==> src/rtl/iob_ibex2axi_xfer.sv <==
// ============================================================================
// iob_ibex2axi_xfer : Ibex instr/data port to AXI4-Lite master, one xfer at a time
// Rev 1.0
// ============================================================================
`default_nettype none

module iob_ibex2axi_xfer #(
  parameter int ADDR_W = 32,
  parameter int DATA_W = 32
) (
  input  logic                clk_i,
  input  logic                cke_i,
  input  logic                arst_i,
  input  logic [1:0]          curr_turn_i,
  // Ibex instruction port
  input  logic                instr_req_i,
  input  logic [ADDR_W-1:0]   instr_addr_i,
  output logic                instr_gnt_o,
  output logic                instr_rvalid_o,
  output logic [DATA_W-1:0]   instr_rdata_o,
  output logic                instr_err_o,
  // Ibex data port
  input  logic                data_req_i,
  input  logic                data_we_i,
  input  logic [DATA_W/8-1:0] data_be_i,
  input  logic [ADDR_W-1:0]   data_addr_i,
  input  logic [DATA_W-1:0]   data_wdata_i,
  output logic                data_gnt_o,
  output logic                data_rvalid_o,
  output logic [DATA_W-1:0]   data_rdata_o,
  output logic                data_err_o,
  // AXI4-Lite master
  output logic [ADDR_W-1:0]   axi_araddr_o,
  output logic                axi_arvalid_o,
  input  logic                axi_arready_i,
  input  logic [DATA_W-1:0]   axi_rdata_i,
  input  logic [1:0]          axi_rresp_i,
  input  logic                axi_rvalid_i,
  output logic                axi_rready_o,
  output logic [ADDR_W-1:0]   axi_awaddr_o,
  output logic                axi_awvalid_o,
  input  logic                axi_awready_i,
  output logic [DATA_W-1:0]   axi_wdata_o,
  output logic [DATA_W/8-1:0] axi_wstrb_o,
  output logic                axi_wvalid_o,
  input  logic                axi_wready_i,
  input  logic [1:0]          axi_bresp_i,
  input  logic                axi_bvalid_i,
  output logic                axi_bready_o
);

  localparam logic [1:0] TURN_INSTR = 2'b01;
  localparam logic [1:0] TURN_DATA  = 2'b10;

  typedef enum logic [2:0] {
    IDLE    = 3'd0,
    RD_ADDR = 3'd1,
    RD_RESP = 3'd2,
    WR_REQ  = 3'd3,
    WR_RESP = 3'd4
  } state_t;

  state_t              state;
  logic                src_data;
  logic                aw_done;
  logic                w_done;
  logic [ADDR_W-1:0]   addr_q;
  logic [DATA_W-1:0]   wdata_q;
  logic [DATA_W/8-1:0] be_q;

  logic issue_instr, issue_data;
  logic ar_hs, r_hs, aw_hs, w_hs, b_hs;
  logic aw_fin, w_fin, wr_last;
  logic unused_resp;

  assign issue_instr = cke_i && (curr_turn_i == TURN_INSTR) && instr_req_i;
  assign issue_data  = cke_i && (curr_turn_i == TURN_DATA) && data_req_i;

  assign ar_hs = axi_arvalid_o && axi_arready_i;
  assign r_hs  = axi_rvalid_i && axi_rready_o;
  assign aw_hs = axi_awvalid_o && axi_awready_i;
  assign w_hs  = axi_wvalid_o && axi_wready_i;
  assign b_hs  = axi_bvalid_i && axi_bready_o;

  // A channel counts as finished if it completed earlier or completes now
  assign aw_fin  = aw_done || aw_hs;
  assign w_fin   = w_done || w_hs;
  assign wr_last = (state == WR_REQ) && aw_fin && w_fin;

  assign instr_gnt_o = ar_hs && !src_data;
  assign data_gnt_o  = (ar_hs && src_data) || (wr_last && src_data);

  assign axi_araddr_o = addr_q;
  assign axi_awaddr_o = addr_q;
  assign axi_wdata_o  = wdata_q;
  assign axi_wstrb_o  = be_q;

  assign unused_resp = ^{axi_rresp_i[0], axi_bresp_i[0]};

  always_ff @(posedge clk_i or posedge arst_i) begin
    if (arst_i) begin
      state          <= IDLE;
      src_data       <= 1'b0;
      aw_done        <= 1'b0;
      w_done         <= 1'b0;
      addr_q         <= '0;
      wdata_q        <= '0;
      be_q           <= '0;
      axi_arvalid_o  <= 1'b0;
      axi_rready_o   <= 1'b0;
      axi_awvalid_o  <= 1'b0;
      axi_wvalid_o   <= 1'b0;
      axi_bready_o   <= 1'b0;
      instr_rvalid_o <= 1'b0;
      instr_rdata_o  <= '0;
      instr_err_o    <= 1'b0;
      data_rvalid_o  <= 1'b0;
      data_rdata_o   <= '0;
      data_err_o     <= 1'b0;
    end else begin
      instr_rvalid_o <= 1'b0;
      data_rvalid_o  <= 1'b0;
      case (state)
        IDLE: begin
          if (issue_instr) begin
            addr_q        <= instr_addr_i;
            src_data      <= 1'b0;
            axi_arvalid_o <= 1'b1;
            state         <= RD_ADDR;
          end else if (issue_data) begin
            addr_q   <= data_addr_i;
            wdata_q  <= data_wdata_i;
            be_q     <= data_be_i;
            src_data <= 1'b1;
            if (data_we_i) begin
              axi_awvalid_o <= 1'b1;
              axi_wvalid_o  <= 1'b1;
              state         <= WR_REQ;
            end else begin
              axi_arvalid_o <= 1'b1;
              state         <= RD_ADDR;
            end
          end
        end
        RD_ADDR: begin
          if (ar_hs) begin
            axi_arvalid_o <= 1'b0;
            axi_rready_o  <= 1'b1;
            state         <= RD_RESP;
          end
        end
        RD_RESP: begin
          if (r_hs) begin
            axi_rready_o <= 1'b0;
            if (src_data) begin
              data_rdata_o  <= axi_rdata_i;
              data_err_o    <= axi_rresp_i[1];
              data_rvalid_o <= 1'b1;
            end else begin
              instr_rdata_o  <= axi_rdata_i;
              instr_err_o    <= axi_rresp_i[1];
              instr_rvalid_o <= 1'b1;
            end
            state <= IDLE;
          end
        end
        WR_REQ: begin
          if (aw_hs) axi_awvalid_o <= 1'b0;
          if (w_hs)  axi_wvalid_o  <= 1'b0;
          if (aw_fin && w_fin) begin
            aw_done      <= 1'b0;
            w_done       <= 1'b0;
            axi_bready_o <= 1'b1;
            state        <= WR_RESP;
          end else begin
            aw_done <= aw_fin;
            w_done  <= w_fin;
          end
        end
        WR_RESP: begin
          if (b_hs) begin
            axi_bready_o  <= 1'b0;
            data_err_o    <= axi_bresp_i[1];
            data_rvalid_o <= 1'b1;
            state         <= IDLE;
          end
        end
        default: state <= IDLE;
      endcase
    end
  end

endmodule

`default_nettype wire

==> config.mk <==
export PLATFORM = sky130hd
export DESIGN_NAME = iob_ibex2axi_xfer
export DESIGN_NICKNAME = d
export VERILOG_FILES = /design/src/rtl/iob_ibex2axi_xfer.sv
export SDC_FILE = /design/constraint.sdc
export NUM_CORES = 1
export LEC_CHECK = 0
export BUFFER_PORTS_ARGS = -buffer_cell sky130_fd_sc_hd__buf_2
export CORE_MARGIN = 3
export CORE_UTILIZATION = 45
export CTS_BUF_LIST = sky130_fd_sc_hd__clkbuf_16
export CTS_CLUSTER_DIAMETER = 100
export DETAILED_ROUTE_END_ITERATION = 12
export GPL_ROUTABILITY_DRIVEN = 0
export GPL_TIMING_DRIVEN = 0
export MAX_ROUTING_LAYER = met4
export PLACE_DENSITY_LB_ADDON = 0.05
export SYNTH_ARGS = -nofsm -noshare
export SYNTH_HDL_FRONTEND = slang
export SYNTH_SLANG_ARGS = --single-unit
==> constraint.sdc <==
create_clock -name clk_i -period 5.5 [get_ports clk_i]
set_clock_uncertainty 0.15 [all_clocks]
set_input_delay 0 -clock clk_i [delete_from_list [all_inputs] [get_ports clk_i]]
set_output_delay 0 -clock clk_i [all_outputs]
set_load 0.005 [all_outputs]
# Word-level counts from Yosys, hierarchy flattened
# Index checks and enable logic that the tools add are counted.
# word_totals
register_bits	147
latch_bits	0
ramBits	0
romBits	0
in_bits	149
out_inout_bits	175
n_memories	0
# classes
addsub	0
multipliers	0
n_div	0
magnitude_cmp	0
eq_ne	18
shift	0
muxes	43
bitwise	2
n_reduce_logical	37
# ops
op	count
32-bit 2-to-1 mux	2
1-bit 2-to-1 mux	26
3-bit 2-to-1 mux	6
2-bit inequality test (second input constant)	9
1-bit logical AND	15
3-bit case mux with 5 select lines	1
3-bit AND reduction	5
5-bit AND reduction	3
1-bit case mux with 2 select lines	7
2-bit nonzero test	6
4-bit AND reduction	2
3-bit by 2-bit == test with 1-bit output (second input constant)	2
3-bit inequality test (second input constant)	2
3-bit by 1-bit == test with 1-bit output (second input constant)	1
3-bit == test (second input constant)	1
3-bit logical NOT	1
1-bit logical OR	3
2-bit by 1-bit == test with 1-bit output (second input constant)	1
2-bit == test (second input constant)	1
2-bit 2-to-1 mux	1
2-bit by 1-bit inequality test with 1-bit output (second input constant)	1
1-bit NOT	2
2-bit AND reduction	1
1-bit logical NOT	1

# Logic depth before layout (Yosys ltp)
# Gate-level depths: netlist (run 1).
# logic_depth
depth_word	6
ltp_mapped	6

# Least setup slack after synthesis (run 1)
# No wires, ideal clock.
# synth_path
kind	register to register
from	register state[2]
to	register addr_q[10] (netlist: axi_araddr_o[10])
arrival_time_ns	1.698
required_ns	5.225
path_slack_ns	3.527
stages_incl_launch_ff	7
path_buffers	3
period_less_slack_ns	1.973
cell_sequence	dfrtp_1 buf_2 nor4b_2 o21a_1 buf_2 buf_4 mux2_2
# synth_between
elab_chain_cells	2
# synth_rtl
element	line	rtl
start, declared	63	state_t state;
start signal, assigned	102	state <= IDLE;
start signal, assigned	129	state <= RD_ADDR;
start signal, assigned	138	state <= WR_REQ;
3-bit logical NOT	123	case (state)
2-bit AND reduction (no source line)	n/a	
end signal, assigned	126	addr_q <= instr_addr_i;
end signal, assigned	131	addr_q <= data_addr_i;
end, declared	67	logic [ADDR_W-1:0] addr_q;
# No other way between the ends.
# A chain may end at the register's enable or synchronous reset.

# Worst setup path after layout (run 1)
# layout_path
from	input cke_i
to	register addr_q[1] (netlist: axi_araddr_o[1])
# layout_between
elab_chain_cells	4
# layout_rtl
element	line	rtl
start, declared	12	input logic cke_i,
1-bit logical AND, on equally long branches (2 in series)	76, 77	
2-bit nonzero test (no source line)	n/a	
2-bit AND reduction (no source line)	n/a	
# Several ways; a longest one is shown, not always the timed one.

==> qor.txt, run 1 <==
========================================================================================
Largest stage delay, worst path                                                  0.57 ns
Cells after synthesis                                                                427
VDD IR-drop max                                                                   337 uV
Final setup vio count                                                                  0
Hold Violations, Final                                                                 0
Worst Path Max Fanout                                                                 10
Number of buffers added for setup after CTS                                            0
Fraction of final layout cells sized beyond drive strength 1                       61.5%
Maximum number of pins on one net before global-route repair                          76
Count of yosys warnings during synthesis                                               0
Final-report max-slew violation count                                                  0
Leading post-synthesis cells by instance count                              dfrtp_1, mux2_2, buf_4, mux2_4, buf_2
Post-Synthesis Cell Area                                                       6410 um^2
Final critical-path share of the clock period                                      46.0%
Min cycle time layout                                                            2.53 ns
Hold crit path type                                                         primary input to async pin
TritonCTS clock tree                                                                done
Die Outline Area                                                              15700 um^2
Total congestion overflow                                                              0
Routed WL                                                                       18200 um
Post-synth top area share                                                          57.4%
P&R area growth vs syn                                                             60.6%
CP Buf/Inv Count                                                                       4
Status                                                                         completed
Count of flip-flops with a built-in enable after synthesis                             0
Number of top-level pins                                                             324
Wire per inst                                                                    16.5 um
Area leader, netlist                                                             dfrtp_1
Total power per unit cell area                                               467 nW/um^2
Syn Nets                                                                             576
Critical path, cell by cell                                                 dlygate4sd3_1 > buf_2 > nand4b_1 > clkbuf_1 > mux2_2 > dlygate4sd3_1 > mux2_2
First-pass GRT wire length                                                      29600 um
Post-synthesis sequential area ratio                                               57.4%
Number of cell rows                                                                   42
Dominant cells by area after synthesis                                      dfrtp_1, mux2_2, mux2_4
Category of cells accounting for the largest share of critical-path delay   buffers and inverters
RSZ-0062 raised after global routing                                                  no
Sinks on Clock Net                                                                   147
Max-cap violations                                                                     0
Buffer type at the clock tree root                                             clkbuf_16
Max clock buf depth                                                                    2
Critical path start-end classification                                      primary input to flip-flop
Slew at the pin closest to its max-slew limit                                   0.662 ns
Detailed-route via count                                                            5274
Number of nets in the layout                                                        1063
Initial core utilization                                                           47.3%
Crit path arrival time                                                           2.68 ns
Overall die width                                                                 125 um
Post-synth top flop                                                              dfrtp_1
DP HPWL                                                                         12300 um
DRT antenna net count                                                                  0
Number of violations reported at the end of detailed-routing iteration 0             219
Total number of H-tree levels                                                          4
Required time of the critical path                                               5.65 ns
Synth Register Bits                                                                  147
Total Routing Usage GR                                                             24.4%
Core Region                                                                   13600 um^2
Synth cell types                                                                      39
Final worst hold slack                                                         0.0910 ns
Share of synthesized registers carrying an async set or reset                       100%
Slowest stage cell on the critical path                                     dlygate4sd3_1
Relative slew slack                                                                55.9%
ANT cells                                                                              0
Crit. End Element                                                              flip-flop
Vias/cell                                                                           4.78
Detailed-route DRC error count                                                         0
Drt pass-1 iters                                                                       4
Achievable clock frequency                                                       395 MHz
Vertical extent of the die                                                        125 um
Antenna violations before repair                                                       0
Vias in the first global route                                                      5855
Worst-skew pair later-pin latency                                                0.41 ns
Post-Syn Area per Cell                                                         15.0 um^2
Most frequent cell after synthesis                                               dfrtp_1
Clock-pin slew on the worst setup and hold paths                                 0.06 ns
Leakage dissipation                                                              5.46 nW
Area after DPL                                                                 8270 um^2
CP Launch Type                                                              primary input
Final design area excluding fillers                                           10300 um^2
Buffers on Ports                                                                     321
Number of CTS-inserted buffers                                                        17
========================================================================================
routing by layer:
metal  GRT usage (%)  part of all wire, %
met5               -                    0
met1            27.4                   39
met3            6.23                  5.9
met4            7.97                  2.1
met2            42.6                   53
per-stage QoR:
stage	std cells	setup TNS, ns	setup slack, ns	total power [mW]	utilization [%]
3_3_place_gp	924	-13.92	-0.104	3.56	60.8
5_1_grt	1103	0	2.90	5.11	75.9
3_5_place_dp	925	0	3.35	3.61	61.0
4_1_cts	1103	0	3.05	4.84	75.9
2_1_floorplan	427	0	1.40	2.75	-
6_report	1103	0	2.97	4.81	75.9
final timing paths:
kind | start | to | slack [ns] | cells after the start
hold reg to reg | data_rdata_o[26] | data_rdata_o[26] | 0.34 | 1
setup reg to reg | state[0] | state[1] | 3.11 | 6
min in group clk_i | instr_req_i | axi_araddr_o[26] | 0.17 | 5
max in group asynchronous | arst_i | axi_bready_o | 4.31 | 4
hold / removal | arst_i | instr_rdata_o[23] | 0.09 | 3
setup / recovery | cke_i | axi_araddr_o[1] | 2.97 | 7
placed cells by master, fill, tap and decap left out, types with 5 or more instances in the layout:
cell type	synthesis	final
buf_2	11	332
o21ai_0	5	5
clkbuf_16	0	17
dlygate4sd3_1	0	146
mux2_4	29	29
mux2_2	133	133
dfrtp_1	147	147
buf_4	35	35
a21oi_1	5	5
inv_1	9	8
cell type report:
| class | instances | area [um^2] |
|---|---|---|
| flip-flops and latches | 147 | 3680 |
| plain buffers | 53 | 367 |
| well taps | 176 | 220 |
| fillers | 898 | 3260 |
| clock inverters | 15 | 140 |
| multi-input cells | 218 | 2330 |
| inverters | 9 | 38.8 |
| repair buffers | 468 | 3100 |
| clock buffers | 17 | 425 |
kinds of logic (layout without fill, tap and decap cells):
kind of cell           Yosys count  count (layout)  share of synthesized area (%)
muxes                          166             166                           30.8
DFF                            147             147                           57.4
buffers and inverters           62             562                           6.25
and+or+nand+nor                 28              28                           3.03
AOI/OAI and AO/OA               24              24                           2.50
registers in the layout, indices dropped and copies added (netlist names), 3 cells and up:
register,flops
state,3
data_rdata_o,32
axi_wdata_o,32
axi_wstrb_o,4
instr_rdata_o,32
axi_araddr_o,32
worst min-delay path, stage by stage:
cell           delay (ns)
dlygate4sd3_1        0.54
buf_2                0.15
inv_6                0.45
report_power, final:
group	switching (mW)	internal, mW	total (mW)
clock	0.444	0.662	1.11
combinational	0.666	1.14	1.80
sequential	0.311	1.59	1.90
total	1.42	3.39	4.81
what timing repair did:
item,in CTS,in global routing
hold endpoints to repair,217,0
endpoints found under the setup margin,0,0
hold buffers,146,0
gates resized for setup,0,0
(Power assumes the default switching activity.)
==> run 2, diff against run 1 <==
--- a/config.mk
+++ b/config.mk
@@ -7,7 +7,7 @@
 export LEC_CHECK = 0
 export BUFFER_PORTS_ARGS = -buffer_cell sky130_fd_sc_hd__buf_2
 export CORE_MARGIN = 3
-export CORE_UTILIZATION = 45
+export CORE_UTILIZATION = 41
 export CTS_BUF_LIST = sky130_fd_sc_hd__clkbuf_16
 export CTS_CLUSTER_DIAMETER = 100
 export DETAILED_ROUTE_END_ITERATION = 12
==> constraint.sdc (replaced) <==
create_clock -name clk_i -period 2.23 [get_ports clk_i]
set_clock_uncertainty 0.15 [all_clocks]
set_input_delay 0 -clock clk_i [delete_from_list [all_inputs] [get_ports clk_i]]
set_output_delay 0 -clock clk_i [all_outputs]
set_load 0.005 [all_outputs]
==> run 2 against run 1 <==
Effect of this change:
- hold slack improved by 0.072 ns
- utilization decreased by 7.7 points
- global-route usage decreased by 3.1 points
- sequential share of layout area decreased by 0.38 points
- die area increased by 9.3%
- total power increased by 150%
- via count decreased by 2.1%
- count of clock-buffer cells in the layout unchanged
- critical path depth decreased by 2
- critical endpoint is now instr_rdata_o[18]
==> qor.txt, run 2 (same netlist as run 1, synthesis figures left out) <==
=======================================================================================
Final-report max-slew violation count                                                 0
Fin cells                                                                          1140
Total number of H-tree levels                                                         4
Worst-skew pair later-pin latency                                               0.41 ns
Fraction of final layout cells sized beyond drive strength 1                      61.7%
Leading cell type in the layout, fill and taps excluded                           buf_2
First-pass GRT wire length                                                     27400 um
P&R area growth vs syn                                                            62.4%
Total power per unit cell area                                             1150 nW/um^2
Core Region                                                                  15300 um^2
RSZ-0062 raised after global routing                                                 no
Buffer type at the clock tree root                                            clkbuf_16
R2R setup slack                                                                 0.13 ns
DRT antenna net count                                                                 0
Drt pass-1 iters                                                                      4
Summed negative setup slack over all endpoints                                     0 ns
Max-cap violations                                                                    0
Maximum number of pins on one net before global-route repair                         43
Antenna violations before repair                                                      2
Status                                                                        completed
Die Outline Area                                                             17200 um^2
Number of nets in the layout                                                       1063
Clock-pin slew on the worst setup and hold paths                                0.06 ns
Leakage dissipation                                                             5.49 nW
Min cycle time layout                                                           2.10 ns
Worst Path Max Fanout                                                                10
Buffers on Ports                                                                    321
Final setup vio count                                                                 0
CP Launch Type                                                                flip-flop
Vias/cell                                                                          4.53
Wire per inst                                                                   16.0 um
Max clock buf depth                                                                   2
Total Routing Usage GR                                                            21.3%
Post-placement cell count                                                           962
Routed WL                                                                      18200 um
Number of violations reported at the end of detailed-routing iteration 0            152
Hold Violations, Final                                                                0
Commonest cells after routing, fill and taps aside                         buf_2, dfrtp_1, dlygate4sd3_1
Crit. End Element                                                             flip-flop
Crit path arrival time                                                          2.24 ns
Final critical-path share of the clock period                                     94.2%
Sinks on Clock Net                                                                  147
Number of cell rows                                                                  45
Vertical extent of the die                                                       131 um
Vias in the first global route                                                     5519
End of the worst register-to-register path                                 instr_rdata_o[18]
Number of CTS-inserted buffers                                                       17
Overall die width                                                                131 um
Core occupancy in the finished layout                                             68.2%
Critical path start-end classification                                     flip-flop to flip-flop
Slew at the pin closest to its max-slew limit                                  0.842 ns
Detailed-route via count                                                           5161
CP Capture Point                                                           instr_rdata_o[18]
Total congestion overflow                                                             0
Initial core utilization                                                          42.0%
Depth of the worst register-to-register path                                          5
Total power consumption of the routed design                                    11.9 mW
Required time of the critical path                                              2.37 ns
Hold crit path type                                                        primary input to async pin
Relative slew slack                                                               43.7%
Number of top-level pins                                                            324
Achievable clock frequency                                                      476 MHz
TritonCTS clock tree                                                               done
Worst setup path start                                                         state[1]
DP HPWL                                                                        12600 um
Detailed-route DRC error count                                                        0
Worst flop-to-flop path startpoint                                             state[1]
VDD IR-drop max                                                                  544 uV
=======================================================================================
==> run 2: repair_timing <==
item	CTS	global route
cloned	0	0
setup buffers	0	0
hold buffers	145	0
gates resized for setup	1	2
endpoints found under the hold margin	177	0
endpoints found under the setup margin	1	29
==> run 2: critical path, stage by stage (launching register included) <==
cell and delay, ns:
dfrtp_1 0.51, nand2_1 0.15, or4_1 0.48, buf_2 0.20, buf_6 0.19, mux2_4 0.30
==> run 2: final cells by class <==
| class | count | area, um^2 |
|---|---|---|
| sequential | 147 | 3680 |
| buffer | 52 | 363 |
| inverter | 9 | 37.5 |
| tap | 211 | 264 |
| timing repair buffer | 469 | 3120 |
| multi-input combinational | 218 | 2350 |
| antenna | 2 | 5.00 |
| clock inverter | 15 | 165 |
| fill | 1137 | 4850 |
| clock buffer | 17 | 425 |
==> run 2: stage by stage <==
stage	instance area, um^2	hold WS (ns)	setup WS (ns)
after CTS	10400	0.153	0.0273
after floorplan	6410	-0.0183	0.233
after global placement	8280	0.0798	-0.659
final	10400	0.163	0.130
after detailed placement	8340	0.0516	0.0593
after global routing	10400	0.189	0.00340
==> run 2: worst min path at each step <==
stage | from | end | slack [ns]
floorplan | axi_rdata_i[27] | data_rdata_o[27] | -0.02
global placement | axi_rdata_i[26] | data_rdata_o[26] | 0.08
detailed placement | arst_i | instr_rdata_o[22] | 0.05
CTS | arst_i | data_rdata_o[23] | 0.15
global route | data_wdata_i[14] | axi_wdata_o[14] | 0.19
finish | arst_i | instr_rdata_o[22] | 0.16
==> run 2: power by group <==
group	total, mW	switching (mW)	internal, mW
clock	2.85	1.10	1.75
sequential	4.69	0.760	3.93
combinational	4.39	1.60	2.79
==> run 2: layer usage <==
metal / share of wire, % / track usage [%] / up-vias
met5: 0 / - / -
met4: 1.9 / 7.99 / 0
met3: 5.5 / 4.88 / 29
met2: 53 / 36.6 / 194
met1: 40 / 24.2 / 2486
li1: - / - / 2452
==> run 3, diff against run 2 <==
--- a/config.mk
+++ b/config.mk
@@ -6,6 +6,7 @@
 export NUM_CORES = 1
 export LEC_CHECK = 0
 export BUFFER_PORTS_ARGS = -buffer_cell sky130_fd_sc_hd__buf_2
+export CORE_ASPECT_RATIO = 0.5
 export CORE_MARGIN = 3
 export CORE_UTILIZATION = 41
 export CTS_BUF_LIST = sky130_fd_sc_hd__clkbuf_16
==> run 3 against run 2 <==
Effect of this change:
- worst setup slack lost 0.052 ns
- count of clock-buffer cells in the layout is the same
- utilization grew 2.4 points
- sequential cell count is the same
- combinational power grew 0.9%
- sequential share of layout area shrank 0.27 points
- global-route usage grew 1.2 points
- critical endpoint is now axi_araddr_o[11]
==> qor.txt, run 3 (same netlist as run 1, synthesis figures left out) <==
=======================================================================================
Status                                                                        completed
Number of CTS-inserted buffers                                                       17
Critical path start-end classification                                     flip-flop to flip-flop
Final-report max-slew violation count                                                 0
R2R setup slack                                                                 0.08 ns
Detailed-route DRC error count                                                        0
Maximum number of pins on one net before global-route repair                         43
CP Capture Point                                                           axi_araddr_o[11]
Buffer type at the clock tree root                                            clkbuf_16
Final critical-path share of the clock period                                     96.5%
Vertical extent of the die                                                      94.4 um
Total Routing Usage GR                                                            22.5%
Relative slew slack                                                               58.6%
Hold crit path type                                                        primary input to async pin
Fraction of final layout cells sized beyond drive strength 1                      61.8%
Depth of the worst register-to-register path                                          6
Number of violations reported at the end of detailed-routing iteration 0            108
Buffers on Ports                                                                    321
Number of buffers added for setup after CTS                                           0
Wire per inst                                                                   16.5 um
Sinks on Clock Net                                                                  147
Max-cap violations                                                                    0
CP Launch Type                                                                flip-flop
Routed WL                                                                      18600 um
Hold Violations, Final                                                                0
Final worst hold slack                                                        0.0158 ns
TritonCTS clock tree                                                               done
Achievable clock frequency                                                      465 MHz
Vias in the first global route                                                     5720
Overall die width                                                                183 um
Total power consumption of the routed design                                    12.3 mW
Min cycle time layout                                                           2.15 ns
Post-placement cell count                                                           950
First-pass GRT wire length                                                     29500 um
Worst flop-to-flop path startpoint                                             state[2]
Antenna violations before repair                                                      0
Worst-skew pair later-pin latency                                               0.41 ns
Die Outline Area                                                             17300 um^2
Vias/cell                                                                          4.62
Initial core utilization                                                          43.1%
Drt pass-1 iters                                                                      4
DRT antenna net count                                                                 0
Max clock buf depth                                                                   2
End of the worst register-to-register path                                 axi_araddr_o[11]
Final setup vio count                                                                 0
Number of top-level pins                                                            324
Leading cell type in the layout, fill and taps excluded                           buf_2
Clock-pin slew on the worst setup and hold paths                                0.06 ns
Crit. End Element                                                             flip-flop
DP HPWL                                                                        12900 um
Number of cell rows                                                                  31
Total congestion overflow                                                             0
Commonest cells after routing, fill and taps aside                         buf_2, dfrtp_1, dlygate4sd3_1
Crit path arrival time                                                          2.29 ns
Total number of H-tree levels                                                         4
Slew at the pin closest to its max-slew limit                                  0.621 ns
Detailed-route via count                                                           5208
Layout fillers                                                                     1081
Required time of the critical path                                              2.37 ns
Leakage dissipation                                                             5.55 nW
Worst Path Max Fanout                                                                10
Total power per unit cell area                                             1180 nW/um^2
Fin cells                                                                          1127
Number of nets in the layout                                                       1065
Worst setup path start                                                         state[2]
P&R area growth vs syn                                                            63.6%
RSZ-0062 raised after global routing                                                yes
Core Region                                                                  14900 um^2
VDD IR-drop max                                                                  651 uV
ANT cells                                                                             0
=======================================================================================
## run 3: cell types whose count changed in the layout (fill, tap and decap cells not counted)
| cell | change |
|---|---|
| bufinv_16 | +3 |
| dlygate4sd3_1 | +1 |
| buf_12 | +1 |
| clkinv_1 | -1 |
| clkinvlp_4 | -2 |
| diode_2 | -2 |
## run 3: worst min-delay path by stage
stage,startpoint,to,slack [ns],depth (start not counted)
after floorplan,axi_rdata_i[27],data_rdata_o[27],-0.02,1
after global placement,axi_rdata_i[28],data_rdata_o[28],0.08,2
after detailed placement,arst_i,data_rdata_o[3],-0.10,2
after CTS,arst_i,data_rdata_o[3],0.001,3
after global routing,arst_i,data_rdata_o[3],0.03,3
final,arst_i,data_rdata_o[3],0.02,3
## run 3: worst max-delay path, cell delays in order, from the launching register on
cell	delay, ns
dfrtp_1	0.37
buf_2	0.19
nor4b_4	0.36
o21a_1	0.17
buf_2	0.21
buf_4	0.23
mux2_2	0.35
## run 3: timing repair
| item | 4_1_cts | 5_1_grt |
|---|---|---|
| hold endpoints to repair | 267 | 0 |
| hold buffers | 146 | 0 |
| setup endpoints to repair | 1 | 30 |
| resized for setup | 1 | 2 |
## run 3: layer usage
layer | global-route usage, % | up-vias | share of wire (%)
met5 | - | - | 0
met4 | 6.66 | 0 | 1.8
met3 | 5.27 | 28 | 5.5
met2 | 39.5 | 177 | 52
met1 | 26.1 | 2538 | 41
li1 | - | 2465 | -
## run 3: area by class of cell
type                            instances  area, um^2  share of cell area [%]
Buffer                                 52         363                    3.46
Multi-Input combinational cell        218        2350                    22.4
Timing Repair Buffer                  471        3150                    30.0
Tap cell                              198         248                    2.36
Clock buffer                           17         425                    4.06
Clock inverter                         15         236                    2.25
Inverter                                9        37.5                   0.358
Sequential cell                       147        3680                    35.1
## run 3: where the power goes
part	total, mW	internal, mW	leakage [nW]	switching, mW
clock	3.21	2.09	0.327	1.12
combinational	4.43	2.81	3.36	1.62
sequential	4.69	3.93	1.86	0.765
## run 3: metrics by stage
stage / cell area (um^2) / setup TNS, ns / utilization (%) / setup slack (ns)
floorplan: 6410 / 0 / - / 0.233
global placement: 8270 / -115.36 / 55.7 / -0.793
detailed placement: 8350 / 0 / 56.2 / 0.0265
CTS: 10500 / 0 / 70.5 / 0.000890
global route: 10500 / -0.899 / 70.6 / -0.0467
finish: 10500 / 0 / 70.6 / 0.0781
